File: src/rtl/multicycle_control_if.sv
// Control bus between the multicycle sequencer and the MIPS datapath:
// IR fields and status flags in, mux selects and write strobes out.
interface multicycle_control_if;
    logic [5:0] opcode;
    logic [5:0] funct;
    logic       alu_zero;
    logic       mem_ready;
    logic       pc_write;
    logic [1:0] pc_src;
    logic       iord;
    logic       mem_req;
    logic       mem_we;
    logic       ir_write;
    logic       reg_write;
    logic       reg_dst;
    logic       mem_to_reg;
    logic       alu_src_a;
    logic [2:0] alu_src_b;
    logic [2:0] alu_op;
    logic [2:0] state;
    logic       trap;

    modport master (
        input  opcode, funct, alu_zero, mem_ready,
        output pc_write, pc_src, iord, mem_req, mem_we, ir_write, reg_write,
               reg_dst, mem_to_reg, alu_src_a, alu_src_b, alu_op, state, trap
    );

    modport slave (
        output opcode, funct, alu_zero, mem_ready,
        input  pc_write, pc_src, iord, mem_req, mem_we, ir_write, reg_write,
               reg_dst, mem_to_reg, alu_src_a, alu_src_b, alu_op, state, trap
    );
endinterface

File: src/rtl/multicycle_control.sv
// Multicycle MIPS sequencer: FETCH/DECODE/EXEC/MEM/WB over a shared memory
// port with a req/ready handshake and a latency watchdog that traps.
module multicycle_control #(
    parameter int MAX_WAIT = 15,
    parameter int WAIT_W   = 4
) (
    input  logic                   clk,
    input  logic                   rst_n,
    multicycle_control_if.master   bus
);

    typedef enum logic [2:0] {
        IDLE   = 3'd0,
        FETCH  = 3'd1,
        DECODE = 3'd2,
        EXEC   = 3'd3,
        MEM    = 3'd4,
        WB     = 3'd5,
        TRAP   = 3'd7
    } state_t;

    localparam logic [5:0] OP_R    = 6'h00;
    localparam logic [5:0] OP_J    = 6'h02;
    localparam logic [5:0] OP_BEQ  = 6'h04;
    localparam logic [5:0] OP_ADDI = 6'h08;
    localparam logic [5:0] OP_ANDI = 6'h0C;
    localparam logic [5:0] OP_ORI  = 6'h0D;
    localparam logic [5:0] OP_LW   = 6'h23;
    localparam logic [5:0] OP_SW   = 6'h2B;

    localparam logic [2:0] ALU_ADD = 3'd0;
    localparam logic [2:0] ALU_SUB = 3'd1;
    localparam logic [2:0] ALU_AND = 3'd2;
    localparam logic [2:0] ALU_OR  = 3'd3;
    localparam logic [2:0] ALU_SLT = 3'd4;
    localparam logic [2:0] ALU_SLL = 3'd5;
    localparam logic [2:0] ALU_SRL = 3'd6;

    localparam logic [WAIT_W-1:0] WAIT_LIMIT = WAIT_W'(MAX_WAIT);

    state_t             state_q;
    state_t             state_d;
    logic [WAIT_W-1:0]  wait_cnt;
    logic [5:0]         op_q;
    logic [5:0]         fn_q;
    logic               timed_out;

    function automatic logic funct_legal(input logic [5:0] fn);
        case (fn)
            6'h20, 6'h22, 6'h24, 6'h25, 6'h2A, 6'h00, 6'h02: funct_legal = 1'b1;
            default:                                       funct_legal = 1'b0;
        endcase
    endfunction

    function automatic logic instr_legal(input logic [5:0] op, input logic [5:0] fn);
        case (op)
            OP_R:                                                     instr_legal = funct_legal(fn);
            OP_J, OP_BEQ, OP_ADDI, OP_ANDI, OP_ORI, OP_LW, OP_SW:     instr_legal = 1'b1;
            default:                                                  instr_legal = 1'b0;
        endcase
    endfunction

    function automatic logic [2:0] r_alu_op(input logic [5:0] fn);
        case (fn)
            6'h22:   r_alu_op = ALU_SUB;
            6'h24:   r_alu_op = ALU_AND;
            6'h25:   r_alu_op = ALU_OR;
            6'h2A:   r_alu_op = ALU_SLT;
            6'h00:   r_alu_op = ALU_SLL;
            6'h02:   r_alu_op = ALU_SRL;
            default: r_alu_op = ALU_ADD;
        endcase
    endfunction

    assign timed_out = (wait_cnt == WAIT_LIMIT) && !bus.mem_ready;

    // Any state change clears the watchdog, so it always starts at 0 on entry to FETCH/MEM.
    always_ff @(posedge clk or negedge rst_n) begin
        if (!rst_n) begin
            state_q  <= IDLE;
            wait_cnt <= '0;
            op_q     <= '0;
            fn_q     <= '0;
        end else begin
            state_q <= state_d;
            if (state_d != state_q) begin
                wait_cnt <= '0;
            end else if ((state_q == FETCH || state_q == MEM) && !bus.mem_ready
                         && wait_cnt != WAIT_LIMIT) begin
                wait_cnt <= wait_cnt + 1'b1;
            end
            if (state_q == DECODE) begin
                op_q <= bus.opcode;
                fn_q <= bus.funct;
            end
        end
    end

    always_comb begin
        state_d = state_q;
        case (state_q)
            IDLE:   state_d = FETCH;
            FETCH: begin
                if (bus.mem_ready)  state_d = DECODE;
                else if (timed_out) state_d = TRAP;
            end
            DECODE: state_d = instr_legal(bus.opcode, bus.funct) ? EXEC : TRAP;
            EXEC: begin
                case (op_q)
                    OP_R, OP_ADDI, OP_ANDI, OP_ORI: state_d = WB;
                    OP_LW, OP_SW:                   state_d = MEM;
                    OP_BEQ, OP_J:                   state_d = FETCH;
                    default:                        state_d = TRAP;
                endcase
            end
            MEM: begin
                if (bus.mem_ready)  state_d = (op_q == OP_LW) ? WB : FETCH;
                else if (timed_out) state_d = TRAP;
            end
            WB:     state_d = FETCH;
            TRAP:   state_d = TRAP;
            default: state_d = TRAP;
        endcase
    end

    always_comb begin
        bus.pc_write   = 1'b0;
        bus.pc_src     = 2'd0;
        bus.iord       = 1'b0;
        bus.mem_req    = 1'b0;
        bus.mem_we     = 1'b0;
        bus.ir_write   = 1'b0;
        bus.reg_write  = 1'b0;
        bus.reg_dst    = 1'b0;
        bus.mem_to_reg = 1'b0;
        bus.alu_src_a  = 1'b0;
        bus.alu_src_b  = 3'd0;
        bus.alu_op     = ALU_ADD;
        bus.trap       = 1'b0;
        bus.state      = state_q;
        case (state_q)
            FETCH: begin
                bus.mem_req   = 1'b1;
                bus.alu_src_b = 3'd3;
                bus.ir_write  = bus.mem_ready;
                bus.pc_write  = bus.mem_ready;
            end
            DECODE: begin
                bus.alu_src_b = 3'd4;
            end
            EXEC: begin
                case (op_q)
                    OP_R: begin
                        bus.alu_src_a = 1'b1;
                        bus.alu_op    = r_alu_op(fn_q);
                    end
                    OP_ADDI, OP_LW, OP_SW: begin
                        bus.alu_src_a = 1'b1;
                        bus.alu_src_b = 3'd1;
                    end
                    OP_ANDI: begin
                        bus.alu_src_a = 1'b1;
                        bus.alu_src_b = 3'd2;
                        bus.alu_op    = ALU_AND;
                    end
                    OP_ORI: begin
                        bus.alu_src_a = 1'b1;
                        bus.alu_src_b = 3'd2;
                        bus.alu_op    = ALU_OR;
                    end
                    OP_BEQ: begin
                        bus.alu_src_a = 1'b1;
                        bus.alu_op    = ALU_SUB;
                        bus.pc_src    = 2'd1;
                        bus.pc_write  = bus.alu_zero;
                    end
                    OP_J: begin
                        bus.pc_src   = 2'd2;
                        bus.pc_write = 1'b1;
                    end
                    default: ;
                endcase
            end
            MEM: begin
                bus.mem_req = 1'b1;
                bus.iord    = 1'b1;
                bus.mem_we  = (op_q == OP_SW);
            end
            WB: begin
                bus.reg_write  = 1'b1;
                bus.reg_dst    = (op_q == OP_R);
                bus.mem_to_reg = (op_q == OP_LW);
            end
            TRAP: begin
                bus.trap = 1'b1;
            end
            default: ;
        endcase
    end

endmodule

File: src/flat_wrapper.sv
// flat-port wrapper written by rule: the top's interface ports become plain ports
module multicycle_control_flat 
#(
    parameter int MAX_WAIT = 15,
    parameter int WAIT_W   = 4
)
  (clk, rst_n, bus_opcode, bus_funct, bus_alu_zero, bus_mem_ready, bus_pc_write, bus_pc_src, bus_iord, bus_mem_req, bus_mem_we, bus_ir_write, bus_reg_write, bus_reg_dst, bus_mem_to_reg, bus_alu_src_a, bus_alu_src_b, bus_alu_op, bus_state, bus_trap);
  multicycle_control_if bus_i ();
  input  logic clk;
  input  logic rst_n;
  input wire logic [$bits(bus_i.opcode)-1:0] bus_opcode;
  input wire logic [$bits(bus_i.funct)-1:0] bus_funct;
  input wire logic [$bits(bus_i.alu_zero)-1:0] bus_alu_zero;
  input wire logic [$bits(bus_i.mem_ready)-1:0] bus_mem_ready;
  output wire logic [$bits(bus_i.pc_write)-1:0] bus_pc_write;
  output wire logic [$bits(bus_i.pc_src)-1:0] bus_pc_src;
  output wire logic [$bits(bus_i.iord)-1:0] bus_iord;
  output wire logic [$bits(bus_i.mem_req)-1:0] bus_mem_req;
  output wire logic [$bits(bus_i.mem_we)-1:0] bus_mem_we;
  output wire logic [$bits(bus_i.ir_write)-1:0] bus_ir_write;
  output wire logic [$bits(bus_i.reg_write)-1:0] bus_reg_write;
  output wire logic [$bits(bus_i.reg_dst)-1:0] bus_reg_dst;
  output wire logic [$bits(bus_i.mem_to_reg)-1:0] bus_mem_to_reg;
  output wire logic [$bits(bus_i.alu_src_a)-1:0] bus_alu_src_a;
  output wire logic [$bits(bus_i.alu_src_b)-1:0] bus_alu_src_b;
  output wire logic [$bits(bus_i.alu_op)-1:0] bus_alu_op;
  output wire logic [$bits(bus_i.state)-1:0] bus_state;
  output wire logic [$bits(bus_i.trap)-1:0] bus_trap;
  assign bus_i.opcode = bus_opcode;
  assign bus_i.funct = bus_funct;
  assign bus_i.alu_zero = bus_alu_zero;
  assign bus_i.mem_ready = bus_mem_ready;
  assign bus_pc_write = bus_i.pc_write;
  assign bus_pc_src = bus_i.pc_src;
  assign bus_iord = bus_i.iord;
  assign bus_mem_req = bus_i.mem_req;
  assign bus_mem_we = bus_i.mem_we;
  assign bus_ir_write = bus_i.ir_write;
  assign bus_reg_write = bus_i.reg_write;
  assign bus_reg_dst = bus_i.reg_dst;
  assign bus_mem_to_reg = bus_i.mem_to_reg;
  assign bus_alu_src_a = bus_i.alu_src_a;
  assign bus_alu_src_b = bus_i.alu_src_b;
  assign bus_alu_op = bus_i.alu_op;
  assign bus_state = bus_i.state;
  assign bus_trap = bus_i.trap;
  multicycle_control #(.MAX_WAIT(MAX_WAIT), .WAIT_W(WAIT_W)) u_core (.clk(clk), .rst_n(rst_n), .bus(bus_i));
endmodule
File: config.mk
export PLATFORM = sky130hd
export DESIGN_NAME = multicycle_control_flat
export DESIGN_NICKNAME = d
export VERILOG_FILES = /design/src/rtl/multicycle_control_if.sv /design/src/rtl/multicycle_control.sv /design/src/flat_wrapper.sv
export SDC_FILE = /design/constraint.sdc
export NUM_CORES = 1
export LEC_CHECK = 0
export CAP_MARGIN = 20
export CELL_PAD_IN_SITES_DETAIL_PLACEMENT = 1
export CELL_PAD_IN_SITES_GLOBAL_PLACEMENT = 2
export CORE_ASPECT_RATIO = 2
export CORE_MARGIN = 4
export CORE_UTILIZATION = 27
export DETAILED_ROUTE_END_ITERATION = 8
export GPL_ROUTABILITY_DRIVEN = 0
export GPL_TIMING_DRIVEN = 1
export PLACE_DENSITY_LB_ADDON = 0.1
export SLEW_MARGIN = 20
export SYNTH_ARGS = -nofsm -noshare
export SYNTH_HDL_FRONTEND = slang
export SYNTH_SLANG_ARGS = --single-unit
File: constraint.sdc
create_clock -name clk -period 3 [get_ports clk]
set_clock_uncertainty 0.1 [all_clocks]
set_input_delay 0.6 -clock clk [delete_from_list [all_inputs] [get_ports clk]]
set_output_delay 0.6 -clock clk [all_outputs]
set_load 0.02 [all_outputs]
==> results of run 1 <==
-- power groups by stage --
stage                     clock network, mW  registers [mW]  logic (mW)
final                                 0.182           0.284       0.245
after global routing                  0.202           0.287       0.273
after CTS                             0.189           0.284       0.249
after detailed placement                  0           0.290       0.247
after global placement                    0           0.288       0.242
after floorplan                           0           0.292       0.124
-- worst max path at each step --
stage | start | endpoint | slack (ps) | depth (start not counted)
detailed placement | u_core.op_q[4] | bus_alu_op[0] | -210 | 5
global route | u_core.op_q[4] | bus_alu_op[0] | -50 | 5
finish | u_core.op_q[4] | bus_alu_op[0] | 50 | 5
floorplan | u_core.op_q[0] | bus_alu_op[0] | 150 | 5
global placement | u_core.op_q[4] | bus_alu_op[0] | -160 | 5
CTS | u_core.op_q[5] | bus_alu_src_b[0] | 20 | 7
-- Yosys cell counts, types with 4 or more instances --
master,number
or3_1,4
mux2_2,9
nor2_1,12
a31oi_1,5
o21ai_0,9
nor4_1,4
dfrtp_1,19
nor3_1,8
inv_1,5
nand3_1,5
a21oi_1,9
xnor2_1,5
nand2_1,13
clkbuf_1,5
-- state kept, by name (all words and copies together), names as in the netlist --
name,cells
u_core.op_q,6
u_core.bus.state,3
u_core.wait_cnt,4
u_core.fn_q,6
-- what timing repair did --
action                                  CTS  global route
endpoints found under the setup margin    6             7
hold buffers                              0             0
hold endpoints to repair                  0             0
pin swaps                                 3             1
resized for setup                        16             8
cloned                                    0             0
-- routing by layer --
metal	vias to the layer above	global-route usage (%)	share of wire [%]
met2	29	33.6	60
met3	10	1.45	3.3
li1	656	-	-
met5	-	0	0
met1	689	16.9	34
met4	0	5.31	2.3
-- metrics by stage --
stage          hold slack (ps)  setup slack, ps  setup TNS, ps  instances
6_report                   450             51.2              0        256
2_1_floorplan              204              145              0        152
3_5_place_dp               440             -205           -404        252
3_3_place_gp               442             -165           -329        252
4_1_cts                    457             15.3              0        256
5_1_grt                    489            -48.4          -81.0        256
-- cell type report --
type | instances | share of cell area, %
tap | 55 | 3.62
multi-input combinational | 119 | 42.3
inverter | 6 | 1.18
timing repair buffer | 53 | 25.5
clock buffer | 4 | 2.37
sequential | 19 | 25.0
-- worst max-delay path: cells and delay by family (launching register included) --
family	cells	cell delay [ps]
simple gates	3	1310
flops	1	390
compound gates	1	150
buf+inv	1	130
-- kinds of logic (layout without fill, tap and decap cells) --
| kind of cell | after synthesis | in the layout | synth area share [%] |
|---|---|---|---|
| simple gates | 68 | 68 | 29.2 |
| compound gates | 33 | 33 | 15.4 |
| flops | 19 | 19 | 36.2 |
| buf+inv | 14 | 63 | 5.05 |
| mux | 10 | 10 | 8.48 |
| xor+xnor | 7 | 7 | 4.67 |
| fa+ha+maj | 1 | 1 | 0.952 |
==> results by stage, run 1 <==
Status:
- The flow ran to the end, and the final reports show no timing, DRC or antenna violations.

Job:
- The max capacitance violation total is 0.

Logic synthesis:
- The number of different library cells used by synthesis comes to 42.
- Synthesis produced a netlist whose cell count is 152.
- The register area share after synthesis is a little over a third.
- The most frequently used flop master after synthesis is dfrtp_1.
- The post-synth net total is roughly 170.
- A synthesized cell averages approximately 8.6 sq um.
- The post-synthesis instance area is ~0.0013 sq mm.
- The count of warnings emitted by yosys is 0.
- The number of synthesized register bits is 19.
- The fraction of registers with async set/reset is between 90% and 100%.
- Counting flops with a built-in enable in the synthesized netlist gives 0.
- In this run the biggest area consumer among cell types represents between 30% and 40% of the synthesized area.
- After synthesis, the cell types taking the most area are dfrtp_1 36%, mux2_2 7.7%, nand2_1 3.7%.
- dfrtp_1 takes more of the synthesized area than any other cell.

Global routing:
- The number of global-route vias before repair is 1603.
- In the global route stage, overall resource usage came out at between 10% and 20%.
- The wire length of the first global-routing pass is 7.99 mm.
- Entering global routing, the biggest net connects 20 pins.
- The total overflow reported by the global router is 0.
- The initial antenna violation count is 0.

Drt:
- In this run the remaining antenna-violating nets after routing total 0.
- The iteration-0 DRC count of the detailed router is 22.
- For this run, design rule violations remaining after detail routing come to 0.
- The mean routed wirelength per cell is around 18 um.
- The total routed wirelength is roughly 4.6 mm.
- The ratio of routed vias to standard cells is around 5.4.
- The first detailed-routing pass ran for 4 iterations.
- The via total after detailed routing is approximately 1400.

Clock network:
- The CTS tree is built.
- The number of clock buffers added by TritonCTS is 3.
- Clock-pin slew was measured on the worst setup and hold paths at 80 ps.
- The root buffer cell chosen for the clock tree is clkbuf_8.
- The maximum buffer depth of the clock tree is 2.
- At the later pin of the worst-skew pair, clock insertion delay measures approximately 250 ps.
- Post-CTS timing repair inserted 0 buffers for setup.
- The TritonCTS sink count is 19.
- CTS built an H-tree with a depth of 1.

Layout:
- From synthesis to final layout, the design area changed by 44.7%.
- After the last flow step, the layout net total stands at roughly 220.
- Leaving out fill and tap cells, the most frequent cells in the layout are 27 x clkdlybuf4s50_1, 19 x dfrtp_1, 18 x buf_4.
- The count of antenna diodes in the layout is 0.
- Summing all non-filler instances in the final layout gives an area of about 0.0019 sq mm.
- The filler cell count is approximately 580.
- In the final layout, the share of cells above drive strength 1 is 22.4%.
- The multi-input combinational cells in the finished layout cover a total of roughly 800 sq um.
- The library cell used most frequently in the layout, excluding fill and tap cells, is clkdlybuf4s50_1.
- The register area is 475 sq um.
- For this run, the share of the core covered by cells in the final layout is 40.9%.

Hold path:
- Counting instances, the worst hold path has a depth of 1.
- The worst hold path terminates at u_core.fn_q[0].
- The hold path startpoint is u_core.fn_q[0].
- The class of the tightest hold or removal check is reg -> reg.

Pwr:
- The share of total power dissipated in the clock network is 25.6%.
- The overall power of the completed layout is between 700 and 800 uW.
- The net switching power figure is 235 uW.
- The internal portion of the total power is about 480 uW.
- The fraction of power spent switching nets is between 30% and 40%.
- The worst IR drop on VDD is approximately 0.00022 V.
- The relative contribution of combinational cells to total power is 34.5%.
- The leakage power of the design is slightly above 0.8 nW.
- The total power per unit cell area is 374 mW/mm^2.
- The portion of total power attributed to sequential cells is 39.9%.

STA:
- The number of endpoints failing setup at the final stage is 0.
- The max-slew violation count came to 0.
- Setup repair after global routing could not meet its margin everywhere.
- Counting I/O delays and the setup requirement, the final critical path takes 2950 ps.
- Dividing the final minimum period by the clock period gives between 90% and 100%.
- In this run the tightest slew margin relative to its limit is 38.4%.
- For this run, the top clock speed supported by timing is between 300 and 400 MHz.
- The slew at the pin closest to its max-slew limit is approximately 900 ps.
- The final count of hold timing violations is 0.

Setup path:
- STA classifies the critical path startpoint as a register.
- The most frequent cell on the critical path is or4_4.
- In this run the critical register-to-register path is captured at u_core.wait_cnt[1].
- The slowest stage of the critical path belongs to the cell or4_4.
- The worst setup path is of the reg -> out kind.
- For this run, the slowest stage of the critical path takes 540 ps.
- The internal reg-to-reg setup slack is roughly 900 ps.
- The data arrival time of the critical path is 2250 ps.
- STA classifies the critical path endpoint as a primary output.
- The data required time at the worst endpoint is about 2300 ps.
- The number of cells traversed by the worst register-to-register path is 7.
- The signal on the critical path passes through or4_4 -> or4_4 -> or3_1 -> a21oi_2 -> buf_6.
- In this run the worst path has a maximum fanout of 3.
- The startpoint identified for the worst register-to-register timing path is u_core.bus.state[2].

Place:
- The final HPWL from detailed placement is around 3.8 mm.
- In this run the cell area measured after placement is roughly 0.0018 sq mm.
- The number of port buffers is 36.

Floorplan:
- The initialized floorplan defines 35 standard-cell rows.
- The initial utilization of the core area, before any placement, comes to approximately 28%.
- The floorplan step set the die width to roughly 57 um.
- The area of the core region is 0.00464 sq mm.
- The die extent in y is approximately 110 um.
- The die covers roughly 0.0061 sq mm.
- The number of top-level pins is 37.
Note: power is estimated with default switching activity, not from simulation.
==> run 2, diff against run 1 <==
CTS_CLUSTER_SIZE = 12   (was default)
clock period = 3.2 ns   (was 3 ns; I/O delays follow)
==> run 2 against run 1 <==
Critical path type unchanged. Critical endpoint is now bus_alu_op[2]. Largest power group unchanged. Cell area shrank 1.6%. Non-clock buffer count fell by 1. Setup slack better by 32 ps.
==> results by stage, run 2 (synthesized netlist as in run 1, its figures left out) <==
Status:
- The run finished with clean final reports.

Clock network:
- The CTS buffer count is 3.
- After clock tree synthesis, the flow added hold-fix buffers numbering 0.
- Clock-pin slew was measured on the worst setup and hold paths at roughly 90 ps.
- The TritonCTS sink count is 19.
- The later pin in the worst-skew pair is clocked with a latency of approximately 270 ps.
- The CTS tree is built.
- After clock tree synthesis, the setup repair step added 0 buffers.
- The total number of H-tree levels is 1.
- The clock tree root buffer cell is clkbuf_8.
- The maximum buffer depth of the clock tree is 2.

Global routing:
- The wire length of the first global-routing pass is ~8 mm.
- Global routing consumed, over all layers together, 16.5% of the routing resources.
- The initial antenna violation count was 0.
- Entering global routing, the biggest net connects 20 pins.
- The number of global-route vias before repair is 1534.
- Global routing finished with a remaining overflow of 0.

Pwr:
- The internal power of the cells is around 440 uW.
- The clock network accounts for between 20% and 30% of the total power.
- The net switching power figure is between 200 and 250 uW.
- The leakage power of the design is approximately 0.76 nW.
- The overall power of the completed layout is approximately 680 uW.
- Sequential cells burn about two fifths of the power.
- Net switching is between 30% and 40% of the power.
- Of the total power, combinational logic draws 33.5%.
- VDD sags by at most around 0.00026 V.
- The total power per unit cell area is approximately 360 mW/mm^2.

Drt:
- The final route contains about 1300 vias.
- The ratio of routed vias to standard cells is between 5 and 6.
- The total routed wirelength is between 4 and 5 mm.
- The total iterations of the first detailed-routing run is 4.
- The mean routed wirelength per cell is approximately 18 um.
- For this run, design rule violations remaining after detail routing come to 0.
- The remaining antenna violation count is 0.
- For this block, the initial DRC count from the detailed router was 15.

STA:
- The max-slew violation count was 0.
- The post-route worst hold slack is roughly 470 ps.
- The worst relative slew slack is 35.0%.
- The ratio of final minimum period to clock period is between 90% and 100%.
- The slew at the pin closest to its max-slew limit is between 900 and 1000 ps.
- Summed over all failing endpoints, the final setup total negative slack is 0 ps.
- Timing would allow up to 321 MHz.
- Setup repair after global routing left no endpoint under its margin.
- The minimum clock period is 3120 ps.
- Setup violations remaining at the end of the flow were counted as 0.
- The final count of hold timing violations is 0.

Setup path:
- For this run, the slowest stage of the critical path takes a little over 600 ps.
- Walking the worst path, the cells encountered are or4_4 -> or4_4 -> nor2_1 -> clkdlybuf4s50_1.
- The family with the most delay on the worst path is simple AND/OR/NAND/NOR gates.
- At the worst endpoint, the arrival time is ~2400 ps.
- The most numerous cell type found on the critical path is or4_4.
- The data required time at the worst endpoint is between 2000 and 2500 ps.
- The worst setup path is launched from a register.
- The critical path in this run is classified as reg -> out.
- Along the worst path, the maximum fanout reaches 3.
- The highest-delay cell along the critical path is clkdlybuf4s50_1.
- The number of buffers and inverters on the critical path is 1.
- The worst setup path is captured at a primary output.

Floorplan:
- The floorplan step defined a die boundary enclosing 0.00611 sq mm.
- The number of top-level pins is 37.
- The core region is between 0.004 and 0.005 sq mm.
- The floorplan has 35 rows.
- The starting density of the core is 28.3%.
- The die is approximately 110 um tall.
- The die is between 50 and 60 um wide.

Layout:
- The library cell used most frequently in the layout, excluding fill and tap cells, is clkdlybuf4s50_1.
- The net count of the finished layout is ~220.
- Counting the fill cells in the layout gives roughly 570.
- The area added between synthesis and finish is 42.3%.
- The number of standard cells in the layout, taps in and fillers out is around 260.
- The largest registers in the layout are u_core.fn_q (6), u_core.op_q (6), u_core.wait_cnt (4).
- In the layout the commonest cells are 32 x clkdlybuf4s50_1, 19 x dfrtp_1, 16 x buf_4.
- Cells with a size suffix above 1 make up about a fifth of the layout.
- The sequential cells in the finished layout cover a total of 475 sq um.
- 0 antenna diodes ended up in the layout.
- The footprint of the multi-input gates is between 700 and 800 sq um.

Place:
- Counting tap cells, the placed design contains a total of approximately 250 instances.
- The final HPWL from detailed placement is 3.81 mm.
- The number of port buffers is 36.

Job:
- The max capacitance violation total is 0.

Hold path:
- The class of the tightest hold or removal check is reg -> reg.
## run 2: cell type report
class                   instances  share of cell area [%]
multi-input cells             119                    42.0
flip-flops and latches         19                    25.4
repair buffers                 52                    25.2
well taps                      55                    3.68
clock buffers                   3                    2.21
inverters                       6                    1.20
clock inverters                 1                   0.268
## run 2: final timing paths
check	startpoint	endpoint	slack, ps	cells after the start
min reg2reg	u_core.fn_q[0]	u_core.fn_q[0]	470	1
max in group asynchronous	rst_n	u_core.fn_q[3]	1600	1
min	u_core.fn_q[0]	u_core.fn_q[0]	470	1
max	u_core.op_q[4]	bus_alu_op[2]	80	4
max reg2reg	u_core.bus.state[2]	u_core.wait_cnt[2]	1070	7
min in group asynchronous	rst_n	u_core.fn_q[2]	800	1
## run 2: layer usage
layer | track usage (%) | share of wire [%]
met1 | 16.7 | 36
met2 | 33.7 | 60
met3 | 1.69 | 2.9
met4 | 4.64 | 1.6
met5 | 0 | 0
## run 2: worst reg2reg max path: stages (launching register included)
cell and delay, ps:
dfrtp_1 410, buf_4 190, nor3b_2 260, buf_4 270, nand3_1 100, a211oi_1 300, o31a_1 280, nor3_1 90
## run 2: through the flow
stage	setup WS, ps	cell area (sq um)	utilization (%)
5_1_grt	10.6	1870	40.3
4_1_cts	16.7	1870	40.2
2_1_floorplan	88.9	1310	-
6_report	83.2	1870	40.3
3_5_place_dp	-41.3	1820	39.2
3_3_place_gp	0.0362	1820	39.2
## run 2: power groups by stage
stage | Combinational, mW | Clock, mW | Sequential [mW]
after CTS | 0.229 | 0.185 | 0.267
after detailed placement | 0.227 | 0 | 0.272
final | 0.227 | 0.183 | 0.267
after floorplan | 0.114 | 0 | 0.274
after global routing | 0.252 | 0.196 | 0.269
after global placement | 0.223 | 0 | 0.271
## run 2: repair_timing
item / 4_1_cts / 5_1_grt
gates cloned: 0 / 0
setup endpoints to repair: 4 / 2
resized for setup: 9 / 3
==> run 3, diff against run 2 <==
SKIP_LAST_GASP = 1   (was default)
==> results of run 3 <==
The final DEF is identical to that of run 2; final timing and power are the same.
Main changes from that run: number of gates resized after CTS 9 -> 8; wire length of the first global-routing pass 7890 um -> 7880 um; via count of the first global-routing pass 1534 -> 1532; met1 usage 16.7% -> 16.6%
